**src/rtl/alu_operand_stage_pkg.sv**
```systemverilog
// alu_operand_stage_pkg: shared word/register/ALUop widths and ALUop encodings
package alu_operand_stage_pkg;
    localparam int WORD   = 16;
    localparam int REGNUM = 4;
    localparam int ALUOP  = 3;
    localparam logic [ALUOP-1:0] ALU_ADD = 3'd0;
    localparam logic [ALUOP-1:0] ALU_SUB = 3'd1;
    localparam logic [ALUOP-1:0] ALU_AND = 3'd2;
    localparam logic [ALUOP-1:0] ALU_OR  = 3'd3;
    localparam logic [ALUOP-1:0] ALU_XOR = 3'd4;
    localparam logic [ALUOP-1:0] ALU_SLT = 3'd5;
    localparam logic [ALUOP-1:0] ALU_SLL = 3'd6;
    localparam logic [ALUOP-1:0] ALU_SRL = 3'd7;
endpackage

```
**src/rtl/alu_operand_stage_regfile.sv**
```systemverilog
// alu_operand_stage_regfile: register array with one write port and two write-through read ports
// Ports: clk/reset_n, we/waddr/wdata write port, raddr_a/rdata_a and raddr_b/rdata_b combinational reads
module alu_operand_stage_regfile
    import alu_operand_stage_pkg::*;
#(
    parameter int WIDTH   = WORD,
    parameter int REGBITS = REGNUM
) (
    input  logic               clk,
    input  logic               reset_n,
    input  logic               we,
    input  logic [REGBITS-1:0] waddr,
    input  logic [WIDTH-1:0]   wdata,
    input  logic [REGBITS-1:0] raddr_a,
    output logic [WIDTH-1:0]   rdata_a,
    input  logic [REGBITS-1:0] raddr_b,
    output logic [WIDTH-1:0]   rdata_b
);
    localparam int NREG = 1 << REGBITS;

    logic [WIDTH-1:0] mem_q [NREG];
    logic [WIDTH-1:0] mem_d [NREG];

    always_comb begin
        mem_d = mem_q;
        if (we) mem_d[waddr] = wdata;
    end

    // same-cycle writeback is forwarded so a reader never sees the stale value
    assign rdata_a = (we && waddr == raddr_a) ? wdata : mem_q[raddr_a];
    assign rdata_b = (we && waddr == raddr_b) ? wdata : mem_q[raddr_b];

    always_ff @(posedge clk) begin
        if (!reset_n) mem_q <= '{default: '0};
        else          mem_q <= mem_d;
    end
endmodule

```
**src/rtl/alu_operand_stage.sv**
```systemverilog
// alu_operand_stage: operand fetch with RAW scoreboard and valid/ready output register feeding the ALU
// Ports: in_* decoded instruction handshake, wb_* writeback port, out_* registered ALU operands, stall_count hazard stall counter
module alu_operand_stage
    import alu_operand_stage_pkg::*;
#(
    parameter int WIDTH   = WORD,
    parameter int REGBITS = REGNUM,
    parameter int OPBITS  = ALUOP
) (
    input  logic               clk,
    input  logic               reset_n,
    input  logic               in_valid,
    output logic               in_ready,
    input  logic [OPBITS-1:0]  in_op,
    input  logic [REGBITS-1:0] in_rs,
    input  logic [REGBITS-1:0] in_rt,
    input  logic [REGBITS-1:0] in_rd,
    input  logic               in_wr,
    input  logic               in_use_imm,
    input  logic [WIDTH-1:0]   in_imm,
    input  logic               wb_en,
    input  logic [REGBITS-1:0] wb_addr,
    input  logic [WIDTH-1:0]   wb_data,
    output logic               out_valid,
    input  logic               out_ready,
    output logic [WIDTH-1:0]   out_X,
    output logic [WIDTH-1:0]   out_Y,
    output logic [OPBITS-1:0]  out_ALUop,
    output logic [REGBITS-1:0] out_rd,
    output logic               out_wr,
    output logic [15:0]        stall_count
);
    localparam int NREG = 1 << REGBITS;

    logic [WIDTH-1:0]   rdata_a, rdata_b;
    logic [NREG-1:0]    pending_q, pending_d, wb_hot, set_hot;
    logic               valid_q, valid_d, wr_q, wr_d;
    logic [WIDTH-1:0]   x_q, x_d, y_q, y_d;
    logic [OPBITS-1:0]  op_q, op_d;
    logic [REGBITS-1:0] rd_q, rd_d;
    logic [15:0]        stall_q, stall_d;
    logic               rs_busy, rt_busy, hazard, space, accept;

    alu_operand_stage_regfile #(.WIDTH(WIDTH), .REGBITS(REGBITS)) u_regfile (
        .clk     (clk),
        .reset_n (reset_n),
        .we      (wb_en),
        .waddr   (wb_addr),
        .wdata   (wb_data),
        .raddr_a (in_rs),
        .rdata_a (rdata_a),
        .raddr_b (in_rt),
        .rdata_b (rdata_b)
    );

    always_comb begin
        // a writeback landing this cycle resolves the hazard through the bypass
        rs_busy   = pending_q[in_rs] && !(wb_en && wb_addr == in_rs);
        rt_busy   = !in_use_imm && pending_q[in_rt] && !(wb_en && wb_addr == in_rt);
        hazard    = in_valid && (rs_busy || rt_busy);
        space     = !valid_q || out_ready;
        in_ready  = space && !hazard;
        accept    = in_valid && in_ready;
        wb_hot    = {{(NREG-1){1'b0}}, wb_en} << wb_addr;
        set_hot   = {{(NREG-1){1'b0}}, accept && in_wr} << in_rd;
        // set is applied after clear so a same-cycle issue to the written register stays pending
        pending_d = (pending_q & ~wb_hot) | set_hot;
        valid_d   = accept || (!space && valid_q);
        x_d       = accept ? rdata_a : x_q;
        y_d       = accept ? (in_use_imm ? in_imm : rdata_b) : y_q;
        op_d      = accept ? in_op : op_q;
        rd_d      = accept ? in_rd : rd_q;
        wr_d      = accept ? in_wr : wr_q;
        stall_d   = (in_valid && space && hazard && stall_q != 16'hFFFF) ? stall_q + 16'd1 : stall_q;
    end

    always_ff @(posedge clk) begin
        if (!reset_n) begin
            pending_q <= '0;
            valid_q   <= 1'b0;
            x_q       <= '0;
            y_q       <= '0;
            op_q      <= '0;
            rd_q      <= '0;
            wr_q      <= 1'b0;
            stall_q   <= '0;
        end else begin
            pending_q <= pending_d;
            valid_q   <= valid_d;
            x_q       <= x_d;
            y_q       <= y_d;
            op_q      <= op_d;
            rd_q      <= rd_d;
            wr_q      <= wr_d;
            stall_q   <= stall_d;
        end
    end

    assign out_valid   = valid_q;
    assign out_X       = x_q;
    assign out_Y       = y_q;
    assign out_ALUop   = op_q;
    assign out_rd      = rd_q;
    assign out_wr      = wr_q;
    assign stall_count = stall_q;
endmodule

```
**config.mk**
```make
export PLATFORM = sky130hd
export DESIGN_NAME = alu_operand_stage
export DESIGN_NICKNAME = d
export VERILOG_FILES = /design/src/rtl/alu_operand_stage_pkg.sv /design/src/rtl/alu_operand_stage_regfile.sv /design/src/rtl/alu_operand_stage.sv
export SDC_FILE = /design/constraint.sdc
export NUM_CORES = 1
export LEC_CHECK = 0
export BUFFER_PORTS_ARGS = -buffer_cell sky130_fd_sc_hd__buf_2
export CAP_MARGIN = 5
export CORE_ASPECT_RATIO = 2
export CORE_MARGIN = 2
export CORE_UTILIZATION = 57
export CTS_BUF_LIST = sky130_fd_sc_hd__clkbuf_4 sky130_fd_sc_hd__clkbuf_8
export CTS_CLUSTER_SIZE = 10
export DETAILED_ROUTE_END_ITERATION = 10
export MAX_ROUTING_LAYER = met4
export PLACE_DENSITY = 0.79
export SYNTH_ARGS = -nofsm -noshare
export SYNTH_HDL_FRONTEND = slang
export SYNTH_SLANG_ARGS = --single-unit
```
**constraint.sdc**
```tcl
create_clock -name clk -period 2.04 [get_ports clk]
set_input_delay 0.204 -clock clk [delete_from_list [all_inputs] [get_ports clk]]
set_output_delay 0.204 -clock clk [all_outputs]
set_load 0.05 [all_outputs]
```
[Word level (Yosys, flattened, before mapping)]
Index checks and enable logic that the tools add are counted.
Word-level totals
  register bits after elaboration: 329
  bits of input ports: 58
  output and inout bits: 58
  word-level logic and storage cells: 81
Cells by class
  add/sub/neg operators: 1
  $lt $le $gt $ge: 6
  equality and inequality tests: 3
  shifts and indexed selects: 2
  multiplexer cells: 16
  bitwise logic cells: 6
  reduce and logical (&&, ||, !) cells: 23
Operator list (count)
  $bwmux 256: 1
  $bmux 16 s4: 2
  $mux 16: 8
  $demux 16 s4: 1
  $shl 1x4->16: 2
  $add 16x1->16 const B: 1
  $and 16x16->16: 1
  $ne 16x16->1 const B: 1
  $not 16->16: 1
  $or 16x16->16: 1
  $ge 5x5->1 const B: 3
  $not 4->5: 3
  $logic_and 1x1->1: 14
  $lt 4x5->1 const B: 2
  $bmux 1 s4: 2
  $eq 4x4->1: 2
  $logic_not 1->1: 6
  $lt 5x1->1 const B: 1
  $logic_or 1x1->1: 3
  $mux 1: 2

[Longest topological paths before layout]
Gate-level depths: netlist (run 1).
  word-level depth: 12
  depth in mapped cells: 10
  gate-level depth less buffers: 7

[By module]
A second synthesis (run 1) with hierarchy kept.
Second synthesis, totals
  cell total of the unflattened synthesis: 1878
  area, all modules: 17908.4 µm²
Modules (own cells, without submodules)
  alu_operand_stage_regfile: instances 1, cells an instance 1479, area an instance 14244.9 µm², seq. area each 5124.9 µm²
  alu_operand_stage: instances 1, cells an instance 399, area an instance 3663.5 µm², seq. area each 1461.4 µm²

[Least setup slack after synthesis (run 1)]
OpenSTA, ideal clock, no wires.
  kind: input -> output
  start: in in_rt[0]
  end: out in_ready
  arrival time: 2.487 ns
  data required time: 1.836 ns
  path slack: -0.651 ns
  stages: 6
  path buffers: 1
  cells stage by stage: buf_4 mux4_2 a22oi_1 and3_1 o22ai_1 a21boi_0
On the way
  cells in the longest elaborated chain, start to end: 8
  elaborated cells on any way between the ends: 11
  those cells by class: eq/ne: 1; mux: 2; reduce/logical: 8
Ends and longest elaborated chain
  start: declaration: RTL line alu_operand_stage.sv:16  | input logic [REGBITS-1:0] in_rt,
  $bmux 1 s4 / $eq 4x4->1 (equally long branches): RTL line alu_operand_stage.sv:59  | rt_busy = !in_use_imm && pending_q[in_rt] && !(wb_en && wb_addr == in_rt);
  $mux 1 (implied by the code) / $logic_and 1x1->1 (equally long branches): RTL line alu_operand_stage.sv:59
  $logic_and 1x1->1 / $logic_not 1->1 (equally long branches): RTL line alu_operand_stage.sv:59
  $logic_and 1x1->1 (*): RTL line alu_operand_stage.sv:59
  $logic_or 1x1->1 (*): RTL line alu_operand_stage.sv:60  | hazard = in_valid && (rs_busy || rt_busy);
  $logic_and 1x1->1 (*): RTL line alu_operand_stage.sv:60
  $logic_not 1->1 (*): RTL line alu_operand_stage.sv:62  | in_ready = space && !hazard;
  $logic_and 1x1->1 (*): RTL line alu_operand_stage.sv:62
  end: declaration: RTL line alu_operand_stage.sv:13  | output logic in_ready,
Every way passes the cells marked *; elsewhere a longest branch is shown, timed or not. The select of a mux whose other input is x is not followed.

[Worst setup path in the final report (run 1)]
  start: reg pending_q[5]
  end: out in_ready
On the way
  cells in the longest elaborated chain, start to end: 8
  elaborated cells on any way between the ends: 11
  those cells by class: mux: 4; reduce/logical: 7
Ends and longest elaborated chain
  start: declaration: RTL line alu_operand_stage.sv:36  | logic [NREG-1:0] pending_q, pending_d, wb_hot, set_hot;
  start signal: assignment: RTL line alu_operand_stage.sv:88  | pending_q <= pending_d;
  $bmux 1 s4: RTL line alu_operand_stage.sv:59
  $mux 1 (implied by the code): RTL line alu_operand_stage.sv:59
  $logic_and 1x1->1 (2 in series): RTL line alu_operand_stage.sv:59
  $logic_or 1x1->1 (*): RTL line alu_operand_stage.sv:60
  $logic_and 1x1->1 (*): RTL line alu_operand_stage.sv:60
  $logic_not 1->1 (*): RTL line alu_operand_stage.sv:62
  $logic_and 1x1->1 (*): RTL line alu_operand_stage.sv:62
Marked as above.

==> metrics.cfg, run 1 <==
[setup_path]
rrSetupSlack_ns = -0.35
crit_top_cell = buf_6
cp_cell_sequence = buf_6 -> mux4_2 -> mux2i_1 -> mux2_4 -> o22ai_4 -> a21boi_2 -> buf_6
crit_type = reg -> out
cpPeakStageDelay_ns = 0.46
worst_path_dominant_cell_family = multiplexers
cp-start-kind = flop
worst-path-buf-inv = 2
r2r.worst_path.cells = 10
rr_startpoint = pending_q[5]
end_kind = output pin
critPathMaxFanout = 2
worstPathArrival_ns = 2.24
cpMaxStageDelayCell = mux4_2
r2r_end = out_X[15]
worstPathRequired_ns = 1.84

[pwr]
switching_power_mw = 3.699
p_int_mw = 9.815
pwr-share-seq = 0.489
powerDensity_nw_per_um2 = 690.5
power_mw = 13.51
power_frac_comb = 0.129
power_switching_share = 0.2737
leakage_nw = 6.851
ir_worst_vdd_mv = 0.4069
clkPwrFrac = 0.382

[sta]
hold_viol_final = 0
layout_min_cycle_time_ns = 2.443
max_freq_mhz = 409.4
tightest_slew_ns = 0.8045
grt_setup_unrepaired = yes
hold_ws_ns = 0.01996
setup_viol = 72
fin_skew_ns = 0.02627
relSlewSlack = 0.4612
post-route-period-util = 1.197
setup_ws_ns = -0.4025
slew_violations = 0

[synth]
synth_cell_type_count = 53
async_flop_share = 0
synth-seq-cells = 329
netlist_area_um2 = 16620
postSynthAreaPerCell_um2 = 8.778
synth.net_count = 1953
netlist.area_leader.share = 0.3962
ys.flop_type = dfxtp_1
synth-seq-area-share = 0.3962
synth_edf_count = 0
synth_common_cells = 545 x nand2_1, 329 x dfxtp_1, 289 x a21oi_1
syn_inst = 1894
synthTopCellsByArea = dfxtp_1 40%, mux4_2 16%, nand2_1 12%
synth_most_common_cell = nand2_1
synth_warnings = 0
synth_top_area_cell = dfxtp_1

[route]
drt-pass1-iter-count = 6
dr_total_vias = 15883
antenna_left = 0
drc = 0
wl_per_cell_um = 23.19
drt_iter0_markers = 1698
vias_per_cell = 6.601
drt-total-wl_um = 55780

[global_routing]
grt_pass1_wl_um = 86220
antenna_found_initial = 2
gr-total-overflow = 0
grt_max_degree = 114
grt_pass1_vias = 15937
track_usage = 0.3692

[placed_design]
dpl-instance-area_um2 = 18160
dp_hpwl_um = 37620
place.gp.congestion = 0.9381
dp_cells = 2309
port-buffer-count = 115

[clocking]
clk_pin_slew_ns = 0.07
cts.sinks = 329
tritoncts = yes
clockBufferDepth = 3
h-tree-depth = 2
numCtsBuffers = 45
root_buffer = clkbuf_8
clk_latency_ns = 0.60

[run_status]
outcome = finished with violations
violations = negative setup slack

[finish]
area_delta_synth_final_pct = 17.72
final_cells = 2406
final_cell_area_um2 = 19570
nNetsFinal = 2080
drive_gt1_frac = 0.2657

[hold_path]
hold_end = out_Y[7]
min_from = in_imm[7]
hp-class = in -> reg
whs_path_depth = 3

[die]
die_w_um = 124.8
start_util = 0.5785
die_area_um2 = 30630
rows = 88
fp.dieH_um = 245.5
pin_count = 116
core_um2 = 28740

[run]
maxCapViolations = 0

## layer usage
layer,wire (µm),global-route usage,share of wire,up-vias
met5,0,-,0,-
met4,4506,0.2756,0.081,0
met3,5168,0.07093,0.093,361
met2,27720,0.6104,0.50,1035
met1,18390,0.3911,0.33,7485
li1,-,-,-,7002
## power by group through the flow
stage	logic (mW)	registers, mW	clock network [mW]
floorplan	0.916	6.87	0
global placement	1.58	6.74	0
detailed placement	1.60	6.75	0
CTS	1.69	6.60	5.17
global route	1.83	6.62	5.40
finish	1.75	6.61	5.16
## worst reg2reg max path, stage by stage, from the launching register on
cell and delay (ns):
dfxtp_2 0.33, buf_6 0.11, mux4_2 0.46, mux2i_1 0.15
mux2_4 0.19, buf_4 0.14, o221ai_4 0.20, buf_6 0.21
bufbuf_16 0.29, nand3_2 0.10, o31ai_4 0.07
## worst max path at each step
stage / start / end / cells after the start
2_1_floorplan: in_rs[0] / stall_count[3] / 8
3_3_place_gp: in_rt[0] / out_Y[14] / 8
3_5_place_dp: in_rs[0] / stall_count[12] / 8
4_1_cts: pending_q[5] / in_ready / 7
5_1_grt: pending_q[7] / in_ready / 7
6_report: pending_q[5] / in_ready / 7
## cell usage in the layout (no fill, tap or decap), types with 6 or more instances in the layout
cell type and n:
nand2_1 545, dfxtp_1 310, a21oi_1 285, mux4_2 120, buf_2 112, buf_4 104, nand3_1 60, clkbuf_8 53
mux2i_1 46, o31ai_1 31, mux2_2 28, nor2_1 26, o21ai_0 24, o221ai_1 24, buf_12 21, dfxtp_2 19
nand3b_1 16, a311o_1 16, nor2b_1 15, dlygate4sd3_1 14, a211oi_1 12, buf_6 11, clkbuf_4 10, nand2b_1 9
or4_1 9, o21ai_1 9, o21ai_2 8, xor2_1 6
## area by class of cell
cell class              count  area, µm²
clock buffers              63      804.5
repair buffers            264       2091
inverters                   7      33.78
fillers                  2149       9168
flip-flops and latches    329       6610
well taps                 360      450.4
clock inverters             7      62.56
diodes                      2      5.005
multi-input cells        1374       9513
## cell families after synthesis
kind of cell | after synthesis | share of synthesized area
buf+inv | 191 | 0.04711
compound gates | 446 | 0.1569
xor+xnor | 8 | 0.004215
mux | 195 | 0.2101
simple gates | 724 | 0.1847
fa+ha+maj | 1 | 0.0007525
flops | 329 | 0.3962
## flip-flops by register name, summed over array words and instances, names as in the netlist
register         cells
out_valid            1
stall_count         16
u_regfile.mem_q    256
pending_q           16
out_rd               4
out_X               16
out_ALUop            3
out_wr               1
out_Y               16
## timing repair
| item | in CTS | in global routing |
|---|---|---|
| endpoints found under the hold margin | 27 | 0 |
| gates cloned | 2 | 0 |
| pin swaps | 20 | 6 |
| hold buffers | 14 | 0 |
| gates resized for setup | 45 | 26 |
| buffers inserted | 5 | 4 |
| endpoints found under the setup margin | 61 | 72 |
## stage by stage
step / setup WS [ns] / utilization / setup TNS, ns
after floorplan: -0.00005618 / - / -0.0001685
after global placement: -0.1960 / 0.6318 / -8.224
after detailed placement: -0.2551 / 0.6318 / -8.842
after CTS: -0.4123 / 0.6764 / -15.15
after global routing: -0.4634 / 0.6810 / -22.11
final: -0.4025 / 0.6810 / -17.95
Note: power is estimated with default switching activity, not from simulation.
==> run 2: changes to the inputs <==
Settings changed: CORE_UTILIZATION 57 to 51, PLACE_DENSITY 0.79 to 0.72.
==> metrics.cfg, run 2 (same netlist as run 1, synthesis figures left out) <==
[die]
rows = 93  ; was 88
die_area_um2 = 34140  ; was 30630 µm²
pin_count = 116  ; unchanged
die_w_um = 131.7  ; was 124.8 µm
core_um2 = 32120  ; was 28740 µm²
fp.dieH_um = 259.3  ; was 245.5 µm
start_util = 0.5176  ; was 0.5785

[clocking]
tritoncts = yes  ; unchanged
clockBufferDepth = 3  ; unchanged
numCtsBuffers = 44  ; was 45
root_buffer = clkbuf_8  ; unchanged
cts.sinks = 329  ; unchanged
clk_latency_ns = 0.58  ; was 0.60 ns
clk_pin_slew_ns = 0.08  ; was 0.07 ns
h-tree-depth = 2  ; unchanged

[run]
maxCapViolations = 0  ; unchanged

[sta]
slew_violations = 0  ; unchanged
relSlewSlack = 0.3126  ; was 0.4612
layout_min_cycle_time_ns = 2.423  ; was 2.443 ns
post-route-period-util = 1.188  ; was 1.197
setup_ws_ns = -0.3828  ; was -0.4025 ns
setup_viol = 72  ; unchanged
grt_setup_unrepaired = yes  ; unchanged
tightest_slew_ns = 1.026  ; was 0.8045 ns
hold_viol_final = 0  ; unchanged
setup_tns_ns = -18.63  ; was -17.95 ns
hold_ws_ns = 0.04405  ; was 0.01996 ns
fin_skew_ns = 0.01906  ; was 0.02627 ns
max_freq_mhz = 412.8  ; was 409.4 MHz

[run_status]
outcome = finished with violations  ; unchanged
violations = negative setup slack  ; unchanged

[finish]
nNetsFinal = 2087  ; was 2080
largest_reg_flops = 256  ; unchanged
final_common_cell = nand2_1  ; unchanged
fillers = 2573  ; was 2149
layout_common_cells = 545 x nand2_1, 307 x dfxtp_1, 286 x a21oi_1, 120 x mux4_2, 112 x buf_2  ; was 545 x nand2_1, 310 x dfxtp_1, 285 x a21oi_1, 120 x mux4_2, 112 x buf_2
final_cells = 2485  ; was 2406
drive_gt1_frac = 0.2954  ; was 0.2657
regMostFlops = u_regfile.mem_q  ; unchanged
area_delta_synth_final_pct = 21.71  ; was 17.72%

[pwr]
leakage_nw = 7.024  ; was 6.851 nW
pwr-share-seq = 0.484  ; was 0.489
clkPwrFrac = 0.375  ; was 0.382
powerDensity_nw_per_um2 = 676.5  ; was 690.5 nW/µm²
p_int_mw = 9.882  ; was 9.815 mW
switching_power_mw = 3.806  ; was 3.699 mW
ir_worst_vdd_mv = 0.3954  ; was 0.4069 mV
power_frac_comb = 0.142  ; was 0.129
power_mw = 13.69  ; was 13.51 mW
power_switching_share = 0.2781  ; was 0.2737

[placed_design]
dp_slack_ns = -0.2248  ; was -0.2551 ns
port-buffer-count = 115  ; unchanged
dp_cells = 2380  ; was 2309
place.gp.congestion = 0.9432  ; was 0.9381
dp_hpwl_um = 38940  ; was 37620 µm

[setup_path]
worstPathArrival_ns = 2.89  ; was 2.24 ns
cp_cell_sequence = mux4_2 -> a22oi_2 -> and3_4 -> buf_4 -> buf_6 -> o221ai_4 -> buf_8 -> buf_12 -> clkbuf_16 -> o21ai_2  ; was buf_6 -> mux4_2 -> mux2i_1 -> mux2_4 -> o22ai_4 -> a21boi_2 -> buf_6
cp-start-kind = flop  ; unchanged
worst_path_dominant_cell_family = buffers and inverters  ; was multiplexers
end_kind = flop  ; was output pin
worst-path-buf-inv = 5  ; was 2
critPathMaxFanout = 7  ; was 2
cpMaxStageDelayCell = mux4_2  ; unchanged
worstPathRequired_ns = 2.51  ; was 1.84 ns
cpPeakStageDelay_ns = 0.46  ; about the same
crit_type = reg -> reg  ; was reg -> out

[route]
wl_per_cell_um = 24.65  ; was 23.19 µm
drt-pass1-iter-count = 6  ; unchanged
dr_total_vias = 16211  ; was 15883
vias_per_cell = 6.524  ; was 6.601
drt-total-wl_um = 61260  ; was 55780 µm
antenna_left = 0  ; unchanged
drc = 0  ; unchanged
drt_iter0_markers = 1569  ; was 1698

[global_routing]
antenna_found_initial = 2  ; unchanged
gr-total-overflow = 0  ; unchanged
grt_max_degree = 107  ; was 114
track_usage = 0.3540  ; was 0.3692
grt_pass1_wl_um = 90360  ; was 86220 µm
grt_pass1_vias = 15829  ; was 15937

[hold_path]
hp-class = in -> reg  ; unchanged

==> run 2: worst register-to-register path: stages (launching register included) <==
cell and delay (ns):
dfxtp_2 0.34, mux4_2 0.46, a22oi_2 0.17, and3_4 0.23, buf_4 0.11, buf_6 0.10, o221ai_4 0.17, buf_8 0.19
buf_12 0.14, clkbuf_16 0.16, o21ai_2 0.25
==> run 2: worst paths after layout <==
kind / from / to / slack, ns / cells past startpoint
worst max-delay path: pending_q[1] / out_rd[1] / -0.38 / 10
worst min-delay path: wb_data[3] / u_regfile.mem_q[179] / 0.04 / 3
worst min register to register: out_rd[3] / out_rd[3] / 0.46 / 2
worst max register to register: pending_q[1] / out_rd[1] / -0.38 / 10
==> run 2: area by class of cell <==
type | count | area, µm² | area share
antenna | 3 | 7.507 | 0.0003710
clock buffer | 65 | 807.0 | 0.03988
clock inverter | 8 | 65.06 | 0.003215
inverter | 7 | 33.78 | 0.001670
multi-input combinational | 1374 | 9946 | 0.4915
sequential | 329 | 6614 | 0.3269
tap | 427 | 534.3 | 0.02640
timing repair buffer | 272 | 2227 | 0.1101
==> run 2: metal layers <==
metal / share of wire / vias to the layer above / GRT usage
met1: 0.33 / 7780 / 0.3650
li1: - / 7006 / -
met2: 0.49 / 1023 / 0.5958
met5: 0 / - / -
met4: 0.095 / 0 / 0.2760
met3: 0.087 / 402 / 0.06249
==> run 2: per-stage QoR <==
| step | area [µm²] | util |
|---|---|---|
| floorplan | 16700 | - |
| global placement | 18230 | 0.5678 |
| detailed placement | 18230 | 0.5678 |
| CTS | 19470 | 0.6064 |
| global route | 20230 | 0.6300 |
| finish | 20230 | 0.6300 |
==> run 2: repair_timing <==
| item | CTS | global route |
|---|---|---|
| gates resized for setup | 38 | 126 |
| endpoints found under the hold margin | 23 | 0 |
| cloned | 2 | 5 |
| pin swaps | 15 | 26 |
| hold buffers | 11 | 0 |
| setup buffers | 9 | 2 |
| endpoints found under the setup margin | 54 | 74 |
==> run 2: power groups by stage <==
stage          clock network (mW)  logic, mW  registers, mW
6_report                     5.13       1.94           6.62
5_1_grt                      5.42       2.01           6.63
4_1_cts                      5.19       1.72           6.60
3_5_place_dp                    0       1.63           6.75
3_3_place_gp                    0       1.61           6.74
2_1_floorplan                   0      0.916           6.87
==> run 3: changes to the inputs <==
Settings changed: ABC_AREA set to 1, CORE_UTILIZATION 51 to 40, PLACE_DENSITY 0.72 to unset.
==> metrics.cfg, run 3 <==
[sta]
tightest_slew_ns = 0.6025  ; was 1.026 ns
hold_ws_ns = 0.04300  ; was 0.04405 ns
post-route-period-util = 1.036  ; was 1.188
layout_min_cycle_time_ns = 2.114  ; was 2.423 ns
grt_setup_unrepaired = yes  ; unchanged
hold_viol_final = 0  ; unchanged
relSlewSlack = 0.5979  ; was 0.3126
slew_violations = 0  ; unchanged
setup_tns_ns = -0.07361  ; was -18.63 ns
max_freq_mhz = 473.1  ; was 412.8 MHz
fin_skew_ns = 0.03580  ; was 0.01906 ns
setup_ws_ns = -0.07361  ; was -0.3828 ns
setup_viol = 1  ; was 72

[clocking]
clk_pin_slew_ns = 0.07  ; was 0.08 ns
h-tree-depth = 2  ; unchanged
root_buffer = clkbuf_8  ; unchanged
numCtsBuffers = 48  ; was 44
tritoncts = yes  ; unchanged
clk_latency_ns = 0.62  ; was 0.58 ns
clockBufferDepth = 3  ; unchanged
cts.sinks = 329  ; unchanged

[pwr]
ir_worst_vdd_mv = 0.4361  ; was 0.3954 mV
powerDensity_nw_per_um2 = 765.6  ; was 676.5 nW/µm²
leakage_nw = 7.812  ; was 7.024 nW
power_mw = 15.49  ; was 13.69 mW

[synth]
async_flop_share = 0  ; unchanged
syn_inst = 2449  ; was 1894
synth_top_area_cell = dfxtp_1  ; unchanged
ys.flop_type = dfxtp_1  ; unchanged
synth.net_count = 2508  ; was 1953
postSynthAreaPerCell_um2 = 6.856  ; was 8.778 µm²
synth-seq-cells = 329  ; unchanged
synth_common_cells = 599 x o21ai_0, 456 x a21oi_1, 329 x dfxtp_1  ; was 545 x nand2_1, 329 x dfxtp_1, 289 x a21oi_1
synthTopCellsByArea = dfxtp_1 39%, o21ai_0 18%, a21oi_1 14%  ; was dfxtp_1 40%, mux4_2 16%, nand2_1 12%
synth-seq-area-share = 0.3923  ; was 0.3962
synth_warnings = 0  ; unchanged
netlist.area_leader.share = 0.3923  ; was 0.3962
synth_edf_count = 0  ; unchanged
netlist_area_um2 = 16790  ; was 16620 µm²
synth_cell_type_count = 36  ; was 53
synth_most_common_cell = o21ai_0  ; was nand2_1

[die]
rows = 106  ; was 93
pin_count = 116  ; unchanged
die_w_um = 148.9  ; was 131.7 µm
core_um2 = 41640  ; was 32120 µm²
fp.dieH_um = 293.8  ; was 259.3 µm
start_util = 0.4032  ; was 0.5176
die_area_um2 = 43730  ; was 34140 µm²

[finish]
drive_gt1_frac = 0.1528  ; was 0.2954
layout_common_cells = 599 x o21ai_0, 455 x a21oi_1, 325 x dfxtp_1, 206 x nand2_1, 164 x inv_1  ; was 545 x nand2_1, 307 x dfxtp_1, 286 x a21oi_1, 120 x mux4_2, 112 x buf_2
largest_reg_flops = 256  ; unchanged
area_delta_synth_final_pct = 20.48  ; was 21.71%
utilization = 0.4858  ; was 0.6300
final_cell_area_um2 = 20230  ; about the same
final_common_cell = o21ai_0  ; was nand2_1
regMostFlops = u_regfile.mem_q  ; unchanged
nNetsFinal = 2620  ; was 2087
final_cells = 3139  ; was 2485

[setup_path]
cpMaxStageDelayCell = dfxtp_2  ; was mux4_2
crit_top_cell = nand2_4
cp-start-kind = flop  ; unchanged
cpPeakStageDelay_ns = 0.33  ; was 0.46 ns
critPathMaxFanout = 2  ; was 7
crit_type = reg -> out  ; was reg -> reg
end_kind = output pin  ; was flop
worstPathArrival_ns = 1.91  ; was 2.89 ns
cp_cell_sequence = inv_2 -> nand2_1 -> o211ai_1 -> nand3_1 -> nand3_2 -> nand2_2 -> nand2_4 -> nand2_4 -> a21oi_2 -> buf_6  ; was mux4_2 -> a22oi_2 -> and3_4 -> buf_4 -> buf_6 -> o221ai_4 -> buf_8 -> buf_12 -> clkbuf_16 -> o21ai_2
worstPathRequired_ns = 1.84  ; was 2.51 ns

[global_routing]
grt_max_degree = 94  ; was 107
grt_pass1_vias = 17681  ; was 15829
antenna_found_initial = 1  ; was 2
track_usage = 0.3145  ; was 0.3540
grt_pass1_wl_um = 102800  ; was 90360 µm
gr-total-overflow = 0  ; unchanged

[placed_design]
dpl-instance-area_um2 = 18640  ; was 18230 µm²
dp_cells = 3004  ; was 2380
dp_hpwl_um = 44290  ; was 38940 µm
place.gp.congestion = 0.9754  ; was 0.9432
port-buffer-count = 115  ; unchanged
dp_slack_ns = -0.1165  ; was -0.2248 ns

[run]
maxCapViolations = 0  ; unchanged

[hold_path]
hp-class = in -> reg  ; unchanged

[route]
wl_per_cell_um = 21.82  ; was 24.65 µm
vias_per_cell = 5.886  ; was 6.524
drt-pass1-iter-count = 7  ; was 6
drt-total-wl_um = 68480  ; was 61260 µm
dr_total_vias = 18475  ; was 16211
drt_iter0_markers = 1685  ; was 1569
drc = 0  ; unchanged
antenna_left = 0  ; unchanged

[run_status]
violations = negative setup slack  ; unchanged
outcome = finished with violations  ; unchanged

[run 3: cell families after synthesis]
family,Yosys count,share of synthesized area
AO/OA/AOI/OAI,1195,0.3756
buffers and inverters,420,0.1001
AND/OR/NAND/NOR,494,0.1261
adder cells (fa/ha/maj),1,0.0007450
flip-flops,329,0.3923
XOR/XNOR,10,0.005216
[run 3: final cells by class]
type	instances	area [µm²]
well taps	540	675.6
inverters	188	711.9
clock inverters	9	98.84
flip-flops and latches	329	6591
clock buffers	78	992.2
diodes	1	2.502
repair buffers	294	2569
multi-input cells	1700	8588
fillers	4136	21420
[run 3: per-layer routing]
metal,vias to the layer above,track usage,part of all wire,wire length [µm]
met4,0,0.2379,0.085,5792
li1,8724,-,-,-
met2,915,0.5272,0.49,33210
met3,307,0.05085,0.076,5184
met1,8529,0.3286,0.35,24290
met5,-,-,0,0
[run 3: worst paths after layout]
path / to / slack (ns) / from / cells past startpoint
worst min register to register: out_wr / 0.46 / out_wr / 2
worst max-delay path: in_ready / -0.07 / pending_q[5] / 10
worst min-delay path: u_regfile.mem_q[246] / 0.04 / wb_addr[0] / 4
worst max register to register: pending_q[12] / 0.12 / pending_q[8] / 13
[run 3: repair_timing]
action | 4_1_cts | 5_1_grt
pin swaps | 6 | 8
buffers inserted | 4 | 3
hold endpoints to repair | 73 | 0
hold buffers | 40 | 0
setup endpoints to repair | 3 | 26
resized for setup | 13 | 12
[run 3: worst max-delay path: cells and delay by family, from the launching register on]
kind            cells  cell delay (ns)
compound gates      2             0.22
buf+inv             2             0.23
simple gates        6             0.49
flops               1             0.33
[run 3: power by group]
part	internal [mW]	switching, mW	leakage, nW
logic	0.851	1.83	4.56
registers	6.62	0.125	2.67
clock network	3.33	2.72	0.583
